===== src/rtl/clock_manager_pkg.sv =====
`default_nettype none
// ============================================================================
// Module      : clock_manager_pkg
// Description : Shared encodings for the clock manager: operating modes,
//               reset-sequencer states and the slow-divider wrap helper.
// Revision    : 1.0 - initial release
// ============================================================================
package clock_manager_pkg;

  // Operating mode as presented on mode_i
  typedef enum logic [1:0] {
    MODE_RUN  = 2'b00,
    MODE_SLOW = 2'b01,
    MODE_STEP = 2'b10,
    MODE_HALT = 2'b11
  } mode_e;

  // Reset sequencer states
  typedef enum logic [1:0] {
    SEQ_HOLD    = 2'b00,
    SEQ_RELEASE = 2'b01,
    SEQ_ACTIVE  = 2'b10
  } seq_state_e;

  // True on the cycle a divider counter completes its period.
  // Ratios 0 and 1 both mean "every cycle".
  function automatic logic div_wrap(input logic [31:0] cnt, input logic [31:0] div);
    return (div <= 32'd1) || (cnt >= div - 32'd1);
  endfunction

endpackage
`default_nettype wire


===== src/rtl/clock_manager_step_debounce.sv =====
`default_nettype none
// ============================================================================
// Module      : step_debounce
// Description : Two-flop synchroniser followed by a counter debouncer for the
//               raw single-step button. The stable level flips only after the
//               synchronised input has disagreed with it for 2^DEB_W
//               consecutive cycles; rise pulses for one cycle on a 0->1 flip.
// Revision    : 1.0 - initial release
// ============================================================================
module step_debounce #(
  parameter int DEB_W = 16
) (
  input  logic clk,
  input  logic rst_n,
  input  logic step_in,
  output logic stable,
  output logic rise
);

  logic [1:0]       r_sync;
  logic [DEB_W-1:0] r_cnt;

  // Bring the asynchronous button into the clk domain
  always_ff @(posedge clk or negedge rst_n) begin
    if (!rst_n) r_sync <= '0;
    else        r_sync <= {r_sync[0], step_in};
  end

  // Count consecutive disagreeing cycles; any agreement restarts the count
  always_ff @(posedge clk or negedge rst_n) begin
    if (!rst_n) begin
      r_cnt  <= '0;
      stable <= 1'b0;
      rise   <= 1'b0;
    end else begin
      rise <= 1'b0;
      if (r_sync[1] == stable) begin
        r_cnt <= '0;
      end else if (&r_cnt) begin
        r_cnt  <= '0;
        stable <= r_sync[1];
        rise   <= r_sync[1];
      end else begin
        r_cnt <= r_cnt + 1'b1;
      end
    end
  end

endmodule
`default_nettype wire


===== src/rtl/clock_manager.sv =====
`default_nettype none
// ============================================================================
// Module      : clock_manager
// Description : Staggered per-channel reset release plus per-channel clock
//               enable generation (RUN / SLOW divider / debounced STEP / HALT).
//               Channels held in reset always see ce_o high so enable-gated
//               synchronous reset logic observes the reset.
// Revision    : 1.0 - initial release
// ============================================================================
module clock_manager
  import clock_manager_pkg::*;
#(
  parameter int NCH     = 2,
  parameter int DIV_W   = 16,
  parameter int HOLD    = 65535,
  parameter int STAGGER = 4,
  parameter int DEB_W   = 16
) (
  input  logic                 clk,
  input  logic                 resetn,
  input  logic [1:0]           mode_i,
  input  logic [NCH*DIV_W-1:0] div_i,
  input  logic                 step_i,
  input  logic                 soft_rst_i,
  output logic [NCH-1:0]       ce_o,
  output logic [NCH-1:0]       rstn_o,
  output logic                 ready_o
);

  localparam int C_HOLD_W = $clog2(HOLD + 1);
  localparam int C_STG_W  = (STAGGER > 1) ? $clog2(STAGGER) : 1;

  logic [1:0]          r_rsync;
  seq_state_e          r_state;
  seq_state_e          w_state_d;
  logic [C_HOLD_W-1:0] r_hold_cnt;
  logic [C_STG_W-1:0]  r_stg_cnt;
  logic                w_stg_wrap;
  logic [NCH-1:0]      r_rstn;
  logic [NCH-1:0]      w_rstn_d;
  logic [NCH-1:0]      r_ce;
  logic [NCH-1:0]      w_en_d;
  logic [NCH-1:0]      w_slow_pulse;
  logic                r_ready;
  mode_e               r_mode;
  logic                w_slow_entry;
  logic                w_step_level;
  logic                w_step_rise;
  logic                w_step_fire;

  assign rstn_o  = r_rstn;
  assign ce_o    = r_ce;
  assign ready_o = r_ready;

  // Synchronise the release of the external reset
  always_ff @(posedge clk or negedge resetn) begin
    if (!resetn) r_rsync <= '0;
    else         r_rsync <= {r_rsync[0], 1'b1};
  end

  // Sequencer state register
  always_ff @(posedge clk or negedge resetn) begin
    if (!resetn) r_state <= SEQ_HOLD;
    else         r_state <= w_state_d;
  end

  assign w_stg_wrap = (r_stg_cnt == C_STG_W'(STAGGER - 1));

  // Next state and next reset vector; releases form a thermometer from ch0 up
  always_comb begin
    w_state_d = r_state;
    w_rstn_d  = r_rstn;
    if (soft_rst_i) begin
      w_state_d = SEQ_HOLD;
      w_rstn_d  = '0;
    end else begin
      case (r_state)
        SEQ_HOLD: begin
          if (r_rsync[1] && (r_hold_cnt == C_HOLD_W'(HOLD - 1))) begin
            w_rstn_d  = NCH'(1);
            w_state_d = w_rstn_d[NCH-1] ? SEQ_ACTIVE : SEQ_RELEASE;
          end
        end
        SEQ_RELEASE: begin
          if (w_stg_wrap) begin
            w_rstn_d  = (r_rstn << 1) | NCH'(1);
            w_state_d = w_rstn_d[NCH-1] ? SEQ_ACTIVE : SEQ_RELEASE;
          end
        end
        SEQ_ACTIVE: begin
          w_state_d = SEQ_ACTIVE;
        end
        default: begin
          w_state_d = SEQ_HOLD;
          w_rstn_d  = '0;
        end
      endcase
    end
  end

  // Hold and stagger counters; soft reset keeps them cleared while asserted
  always_ff @(posedge clk or negedge resetn) begin
    if (!resetn) begin
      r_hold_cnt <= '0;
      r_stg_cnt  <= '0;
    end else if (soft_rst_i) begin
      r_hold_cnt <= '0;
      r_stg_cnt  <= '0;
    end else begin
      if ((r_state == SEQ_HOLD) && r_rsync[1]) r_hold_cnt <= r_hold_cnt + 1'b1;
      if (r_state == SEQ_RELEASE) r_stg_cnt <= w_stg_wrap ? '0 : r_stg_cnt + 1'b1;
      else                        r_stg_cnt <= '0;
    end
  end

  // Mode is registered so a change reaches ce_o one edge after sampling
  always_ff @(posedge clk or negedge resetn) begin
    if (!resetn) r_mode <= MODE_RUN;
    else         r_mode <= mode_e'(mode_i);
  end

  assign w_slow_entry = (mode_e'(mode_i) == MODE_SLOW) && (r_mode != MODE_SLOW);

  for (genvar k = 0; k < NCH; k++) begin : g_ch
    logic [DIV_W-1:0] r_cnt;
    logic [DIV_W-1:0] r_div;
    logic             w_wrap;

    assign w_wrap          = div_wrap(32'(r_cnt), 32'(r_div));
    assign w_slow_pulse[k] = (r_mode == MODE_SLOW) && w_wrap;

    // Divider restarts on SLOW entry and reloads its ratio only at each wrap
    always_ff @(posedge clk or negedge resetn) begin
      if (!resetn) begin
        r_cnt <= '0;
        r_div <= '0;
      end else if (w_slow_entry) begin
        r_cnt <= '0;
        r_div <= div_i[k*DIV_W +: DIV_W];
      end else if (r_mode == MODE_SLOW) begin
        if (w_wrap) begin
          r_cnt <= '0;
          r_div <= div_i[k*DIV_W +: DIV_W];
        end else begin
          r_cnt <= r_cnt + 1'b1;
        end
      end
    end
  end

  step_debounce #(
    .DEB_W (DEB_W)
  ) u_step_debounce (
    .clk     (clk),
    .rst_n   (resetn),
    .step_in (step_i),
    .stable  (w_step_level),
    .rise    (w_step_rise)
  );

  // Step edges count only while fully active; others are simply dropped
  assign w_step_fire = w_step_rise && w_step_level && (r_state == SEQ_ACTIVE);

  // Enable pattern for released channels under the registered mode
  always_comb begin
    w_en_d = '0;
    case (r_mode)
      MODE_RUN:  w_en_d = '1;
      MODE_SLOW: w_en_d = w_slow_pulse;
      MODE_STEP: w_en_d = {NCH{w_step_fire}};
      default:   w_en_d = '0;
    endcase
  end

  // Output registers; channels in reset are forced enabled
  always_ff @(posedge clk or negedge resetn) begin
    if (!resetn) begin
      r_rstn  <= '0;
      r_ready <= 1'b0;
      r_ce    <= '1;
    end else begin
      r_rstn  <= w_rstn_d;
      r_ready <= w_rstn_d[NCH-1];
      r_ce    <= ~w_rstn_d | w_en_d;
    end
  end

endmodule
`default_nettype wire


===== config.mk =====
export PLATFORM = sky130hd
export DESIGN_NAME = clock_manager
export DESIGN_NICKNAME = d
export VERILOG_FILES = /design/src/rtl/clock_manager_pkg.sv /design/src/rtl/clock_manager_step_debounce.sv /design/src/rtl/clock_manager.sv
export SDC_FILE = /design/constraint.sdc
export NUM_CORES = 1
export LEC_CHECK = 0
export CAP_MARGIN = 20
export CORE_MARGIN = 3
export CORE_UTILIZATION = 30
export DETAILED_ROUTE_END_ITERATION = 8
export MAX_ROUTING_LAYER = met4
export SYNTH_ARGS = -nofsm -noshare
export SYNTH_HDL_FRONTEND = slang
export SYNTH_SLANG_ARGS = --single-unit

===== constraint.sdc =====
create_clock -name clk -period 4.9 [get_ports clk]
set_input_delay 0.98 -clock clk [delete_from_list [all_inputs] [get_ports clk]]
set_output_delay 0.98 -clock clk [all_outputs]
set_load 0.01 [all_outputs]

==> metrics.yaml, run 1 <==
run_status:
  status: "finished, final reports clean"
yosys:
  synth_edf_count: 0
  synth_top_area_share_pct: 42.9
  synth.largest_area_cell: "dfrtp_1"
  synth_cell_types: 59
  synthCells: 632
  syn_area_per_cell_um2: 10.2
  ys_seq_area_share_pct: 43.7
  dominantRegCellSynth: "dfrtp_1"
  ys_warn_count: 0
  async_reset_ff_share_pct: 100
  syn_nets: 712
  ys_top_cells_by_area: "dfrtp_1 43%, ha_1 8.2%, mux2_4 4.7%"
  ys_ff_latch: 112
  syn_area_mm2: 0.00642
placed_design:
  io_buffers: 42
  place_ws_ns: 0.878
  dpl.hpwl_um: 9030
  globalplace.congestion: 0.785
critical_path:
  ff2ff_path_depth: 14
  crit_path_start: "g_ch[0].r_div[2]"
  startpoint_type: "flip-flop"
  r2r_start: "g_ch[0].r_div[2]"
  critPathArrivalTime_ns: 4.29
  cp-end-kind: "flip-flop"
  cp.required_ns: 5.13
  cp_max_fo: 16
  worstSetupPathType: "reg -> reg"
timing:
  fmax_ghz: 0.246
  layout_min_cycle_time_ns: 4.06
  rsz0062_at_grt: "false"
  slew_headroom_pct: 37.0
  drv_slew: 0
  tightest_slew_ns: 0.945
  clock_skew_ns: 0.0104
  hold_viol_final: 0
  setup_tns_ns: 0
  finalWorstSetupSlack_ns: 0.840
  finalSetupViolations: 0
  period_share_pct: 82.9
clock_network:
  post_cts_resized: 0
  cts.sinks: 112
  cts_tree: "yes"
  post-cts-setup-buffers: 0
  ctsLongestPathBuffers: 2
  htreeDepth: 3
  cts-root-buf: "clkbuf_16"
  clk_latency_ns: 0.35
  clk_pin_slew_ns: 0.08
  cts_buffers: 9
  cts_hold_buf: 0
pwr:
  leakage_nw: 3.13
  power.density_mw_per_mm2: 298
  ir_worst_vdd_v: 0.000171
route:
  route.detailed.drc: 0
  ant_nets: 0
  vias_per_cell: 4.84
  wl_um: 12600
  firstDrtPassIters: 4
  wl_per_cell_um: 13.3
  drt_iter0_markers: 275
  num_vias: 4599
grt:
  antenna_found_initial: 0
  grt_pass1_vias: 4451
  grt_max_degree: 75
  grt_pass1_wl_um: 22100
  grt.total_usage_pct: 11.6
  grt.overflow.total: 0
cells_and_area:
  num_antenna_cells: 0
  drive_gt1_share_pct: 10.6
  fillers: 2066
  layout-area-overhead-vs-synth_pct: 15.3
  finalNetCount: 755
die:
  start_util_pct: 31.1
  fp.coreArea_mm2: 0.0206
  die_area_mm2: 0.0232
  die_x_um: 152
  ioPinCount: 43
  core.rowCount: 52
  die_height_um: 152
min_path:
  hold_depth: 0
  hold_class: "reg -> reg"
  hold_path.startpoint: "u_step_debounce.r_sync[0]"
job:
  maxCapViolCount: 0
## cell families after synthesis
| kind of cell | count (synthesis) | synth area share (%) |
|---|---|---|
| buf+inv | 32 | 2.26 |
| mux | 37 | 7.60 |
| compound gates | 89 | 9.24 |
| other cells | 1 | 0.0584 |
| xor+xnor | 59 | 8.05 |
| fa+ha+maj | 42 | 8.19 |
| flops | 112 | 43.7 |
| simple gates | 260 | 20.9 |
## sequential cells by signal, indices dropped and copies added (netlist names), 2 cells and up
name	flops
ce_o	2
g_ch.r_cnt	32
g_ch.r_div	32
r_hold_cnt	16
r_mode	2
r_rsync	2
r_state	2
r_stg_cnt	2
u_step_debounce.r_cnt	16
u_step_debounce.r_sync	2
## power by group
part | total, W | leakage (nW) | internal [W] | switching (W)
sequential | 0.00110 | 1.46 | 0.00100 | 0.000103
clock | 0.000698 | 0.127 | 0.000351 | 0.000347
combinational | 0.000402 | 1.54 | 0.000216 | 0.000186
total | 0.00220 | 3.13 | 0.00157 | 0.000637
## through the flow
| stage | instances | power [W] | utilization, % | hold slack [ns] | area (um2) |
|---|---|---|---|---|---|
| after floorplan | 632 | 0.00139 | - | 0.331 | 6420 |
| final | 950 | 0.00220 | 35.9 | 0.352 | 7400 |
| after detailed placement | 934 | 0.00153 | 34.5 | 0.336 | 7130 |
| after global placement | 934 | 0.00152 | 34.5 | 0.335 | 7130 |
| after global routing | 950 | 0.00235 | 35.9 | 0.359 | 7400 |
| after CTS | 950 | 0.00224 | 35.9 | 0.353 | 7400 |
## worst max-delay path: stages (launching register included)
cell      delay (ns)
dfrtp_1         0.43
nor3_1          0.38
nand2_1         0.18
or2_2           0.35
nor4_1          0.24
xnor2_1         0.16
ha_1            0.27
and4_1          0.23
and3_1          0.17
a221oi_1        0.27
o211ai_1        0.28
a21oi_4         0.23
nand2b_1        0.11
buf_4           0.27
mux2_2          0.37
## Yosys cell counts (all sizes together) (4+ instances only)
| cell | instances |
|---|---|
| dfrtp | 110 |
| nor2 | 65 |
| nand2 | 54 |
| ha | 42 |
| nand3 | 42 |
| mux2 | 34 |
| xnor2 | 33 |
| o21ai | 26 |
| xor2 | 26 |
| a21oi | 24 |
| inv | 18 |
| and3 | 16 |
| nand4 | 14 |
| nor3 | 13 |
| clkbuf | 8 |
| nor2b | 8 |
| nor4 | 8 |
| nand2b | 7 |
| buf | 6 |
| o311ai | 6 |
| a211oi | 5 |
| a22o | 5 |
| and4 | 5 |
| a31oi | 4 |
| and2 | 4 |
| nand3b | 4 |
| nor3b | 4 |
| or2 | 4 |
| or3 | 4 |
## cells in the final DEF (no fill, tap or decap), types with 23 or more instances in the layout
cell | synthesis | layout
nand2_1 | 52 | 52
nor2_1 | 65 | 65
clkdlybuf4s50_1 | 0 | 41
xor2_1 | 26 | 26
o21ai_0 | 25 | 25
nand3_1 | 42 | 42
xnor2_1 | 33 | 33
a21oi_1 | 23 | 23
dfrtp_1 | 110 | 110
ha_1 | 42 | 42
## area by class of cell
cell class	count	area [um2]	share of cell area, %
Timing Repair Buffer	46	448	6.05
Clock inverter	5	41.3	0.558
Multi-Input combinational cell	488	3470	46.9
Sequential cell	112	2810	37.9
Inverter	18	67.6	0.913
Clock buffer	11	233	3.15
Tap cell	270	338	4.57
## final timing paths
kind	end	slack [ns]
max	g_ch[0].r_div[0]	0.84
min	u_step_debounce.r_sync[1]	0.35
max reg2reg	g_ch[0].r_div[0]	0.84
min reg2reg	u_step_debounce.r_sync[1]	0.35
max in group asynchronous	ce_o[0]	3.10
min in group asynchronous	r_state[0]	0.75
## metal layers
layer  routed length (um)  global-route usage (%)  share of wire [%]  vias to the layer above
li1                     -                       -                  -                     2341
met1                 6530                    16.3                 52                     2190
met2                 5570                    16.9                 44                       61
met3                  416                    3.01                3.3                        7
met4                   73                    2.53               0.58                        0
met5                    0                       -                  0                        -
No activity file was read; power rests on OpenSTA's default activity.
==> run 2, diff against run 1 <==
- clock period: 4.9 -> 3.3 ns (I/O delays scaled with it)
==> run 2 against run 1 <==
The run now ends with negative setup slack left; sequential share of layout area fell by 4.4 points; critical path depth decreased by 1; non-clock buffer count is 61 higher; sequential cell count did not move; sequential power rose by 47%; critical path type unchanged; largest cell class unchanged; largest power group unchanged.
==> metrics.yaml, run 2 (synthesis gave the netlist of run 1 again) <==
timing:
  rsz0062_at_grt: "true"
  fmax_ghz: 0.284  # +15%
  hold_viol_final: 0  # unchanged
  clock_skew_ns: 0.0138  # +0.00336 ns
  setup_tns_ns: -6.78  # -6.78 ns
  layout_min_cycle_time_ns: 3.52  # -0.543 ns
  finalWorstSetupSlack_ns: -0.217  # -1.06 ns
  holdWs_ns: 0.304  # -0.0475 ns
  finalSetupViolations: 47  # +47
  tightest_slew_ns: 0.822  # -0.123 ns
  period_share_pct: 107  # +24 points
  drv_slew: 0  # unchanged
  slew_headroom_pct: 45.2  # +8.2 points
cells_and_area:
  drive_gt1_share_pct: 24.0  # +13 points
  finalNetCount: 816  # +8.1%
  mostFrequentLayoutCells: "110 x dfrtp_1, 62 x nor2_1, 48 x nand2_1, 47 x buf_4, 42 x ha_1"
  num_antenna_cells: 0  # unchanged
  layout_commonest_cell: "dfrtp_1"
  layout-area-overhead-vs-synth_pct: 30.5
  fin_util_pct: 40.6  # +4.7 points
  biggestRegsByFlops: "g_ch.r_cnt (32), g_ch.r_div (32)"
die:
  die_area_mm2: 0.0232  # unchanged
  die_x_um: 152  # unchanged
  core.rowCount: 52  # unchanged
  die_height_um: 152  # unchanged
  start_util_pct: 31.1  # unchanged
  fp.coreArea_mm2: 0.0206  # unchanged
  ioPinCount: 43  # unchanged
grt:
  grt.overflow.total: 0  # unchanged
  grt.total_usage_pct: 12.2  # +0.61 points
  grt_pass1_vias: 4742  # +6.5%
  grt_pass1_wl_um: 23200  # +5.0%
  grt_max_degree: 67  # -11%
  antenna_found_initial: 0  # unchanged
clock_network:
  clk_latency_ns: 0.36  # about the same
  ctsLongestPathBuffers: 2  # unchanged
  htreeDepth: 3  # unchanged
  cts.sinks: 112  # unchanged
  cts-root-buf: "clkbuf_16"
  clk_pin_slew_ns: 0.07  # about the same
  cts_tree: "yes"
  cts_buffers: 9  # unchanged
critical_path:
  worstSetupPathType: "reg -> reg"
  crit_slowest_cell: "or4_4"
  cp.required_ns: 3.54  # -1.59 ns
  cp-end-kind: "flip-flop"
  crit_path_cell_trace: "or4_4, nor3_4, nand2_2, nor3b_2, xnor2_1, ha_1, and4_1, buf_4, a2111oi_4, o21ai_4, nand2_4, buf_12, mux2_4"
  worst_path_largest_cell_delay_ns: 0.56  # +0.13 ns
  critPathArrivalTime_ns: 3.76  # -0.53 ns
  cp_max_fo: 8  # -8
  startpoint_type: "flip-flop"
route:
  wl_um: 13900  # +10%
  route.detailed.drc: 0  # unchanged
  ant_nets: 0  # unchanged
  firstDrtPassIters: 4  # unchanged
  wl_per_cell_um: 13.7  # +3.6%
  drt_iter0_markers: 208  # -24%
  vias_per_cell: 4.82  # -0.37%
  num_vias: 4876  # +6.0%
placed_design:
  place_ws_ns: -0.246  # -1.12 ns
  dpl.hpwl_um: 9620  # +6.5%
  io_buffers: 42  # unchanged
  globalplace.congestion: 0.795  # +1.3%
pwr:
  power_w: 0.00364  # +65%
  leakage_nw: 3.62  # +16%
  ir_worst_vdd_v: 0.000226  # +32%
  power.density_mw_per_mm2: 435  # +46%
run_status:
  status: "complete, but fails checks"
  violations: "negative setup slack"
min_path:
  hold_class: "in -> async"
job:
  maxCapViolCount: 0  # unchanged
## run 2: path summary, 6_finish.rpt
kind                                   from                end  slack (ns)  cells past startpoint
max reg2reg                g_ch[1].r_div[2]  g_ch[1].r_div[15]       -0.22                     13
max in group asynchronous            resetn            ce_o[0]        2.18                      2
min reg2reg                      r_rsync[0]         r_rsync[1]        0.35                      0
max                        g_ch[1].r_div[2]  g_ch[1].r_div[15]       -0.22                     13
min in group clk                 r_rsync[0]         r_rsync[1]        0.35                      0
min                                  resetn   g_ch[1].r_div[2]        0.30                      1
## run 2: critical path: cells and delay by family, from the launching register on
family | cells | cell delay, ns
adder cells (fa/ha/maj) | 1 | 0.27
flip-flops | 1 | 0.38
AO/OA/AOI/OAI | 2 | 0.56
multiplexers | 1 | 0.30
XOR/XNOR | 1 | 0.15
AND/OR/NAND/NOR | 6 | 1.46
buffers and inverters | 2 | 0.28
## run 2: final cells by class
type / count / area (um2)
Fill cell: 1979 / 12300
Multi-Input combinational cell: 488 / 3800
Sequential cell: 112 / 2810
Timing Repair Buffer: 107 / 1050
Tap cell: 270 / 338
Clock buffer: 9 / 225
Clock inverter: 7 / 88.8
Inverter: 18 / 67.6
## run 2: metrics by stage
step	instance area (um2)	cells
4_1_cts	8250	1008
3_3_place_gp	7590	977
2_1_floorplan	6530	632
5_1_grt	8370	1011
6_report	8370	1011
3_5_place_dp	7590	977
## run 2: per-layer routing
layer,track usage [%],routed length [um],up-vias,part of all wire [%]
met2,19.4,6680,55,48
met3,2.30,366,15,2.6
li1,-,-,2459,-
met5,-,0,-,0
met1,15.9,6620,2347,48
met4,3.68,200,0,1.4
## run 2: repair_timing
item | 4_1_cts | 5_1_grt
endpoints found under the setup margin | 58 | 66
gates cloned | 1 | 0
pin swaps | 17 | 11
hold buffers | 0 | 0
gates resized for setup | 45 | 33
setup buffers | 15 | 5
## run 2: power by group
| part | internal, W | switching, W | total [W] |
|---|---|---|---|
| clock | 0.000605 | 0.000552 | 0.00116 |
| sequential | 0.00148 | 0.000136 | 0.00162 |
| combinational | 0.000486 | 0.000381 | 0.000867 |
| total | 0.00257 | 0.00107 | 0.00364 |
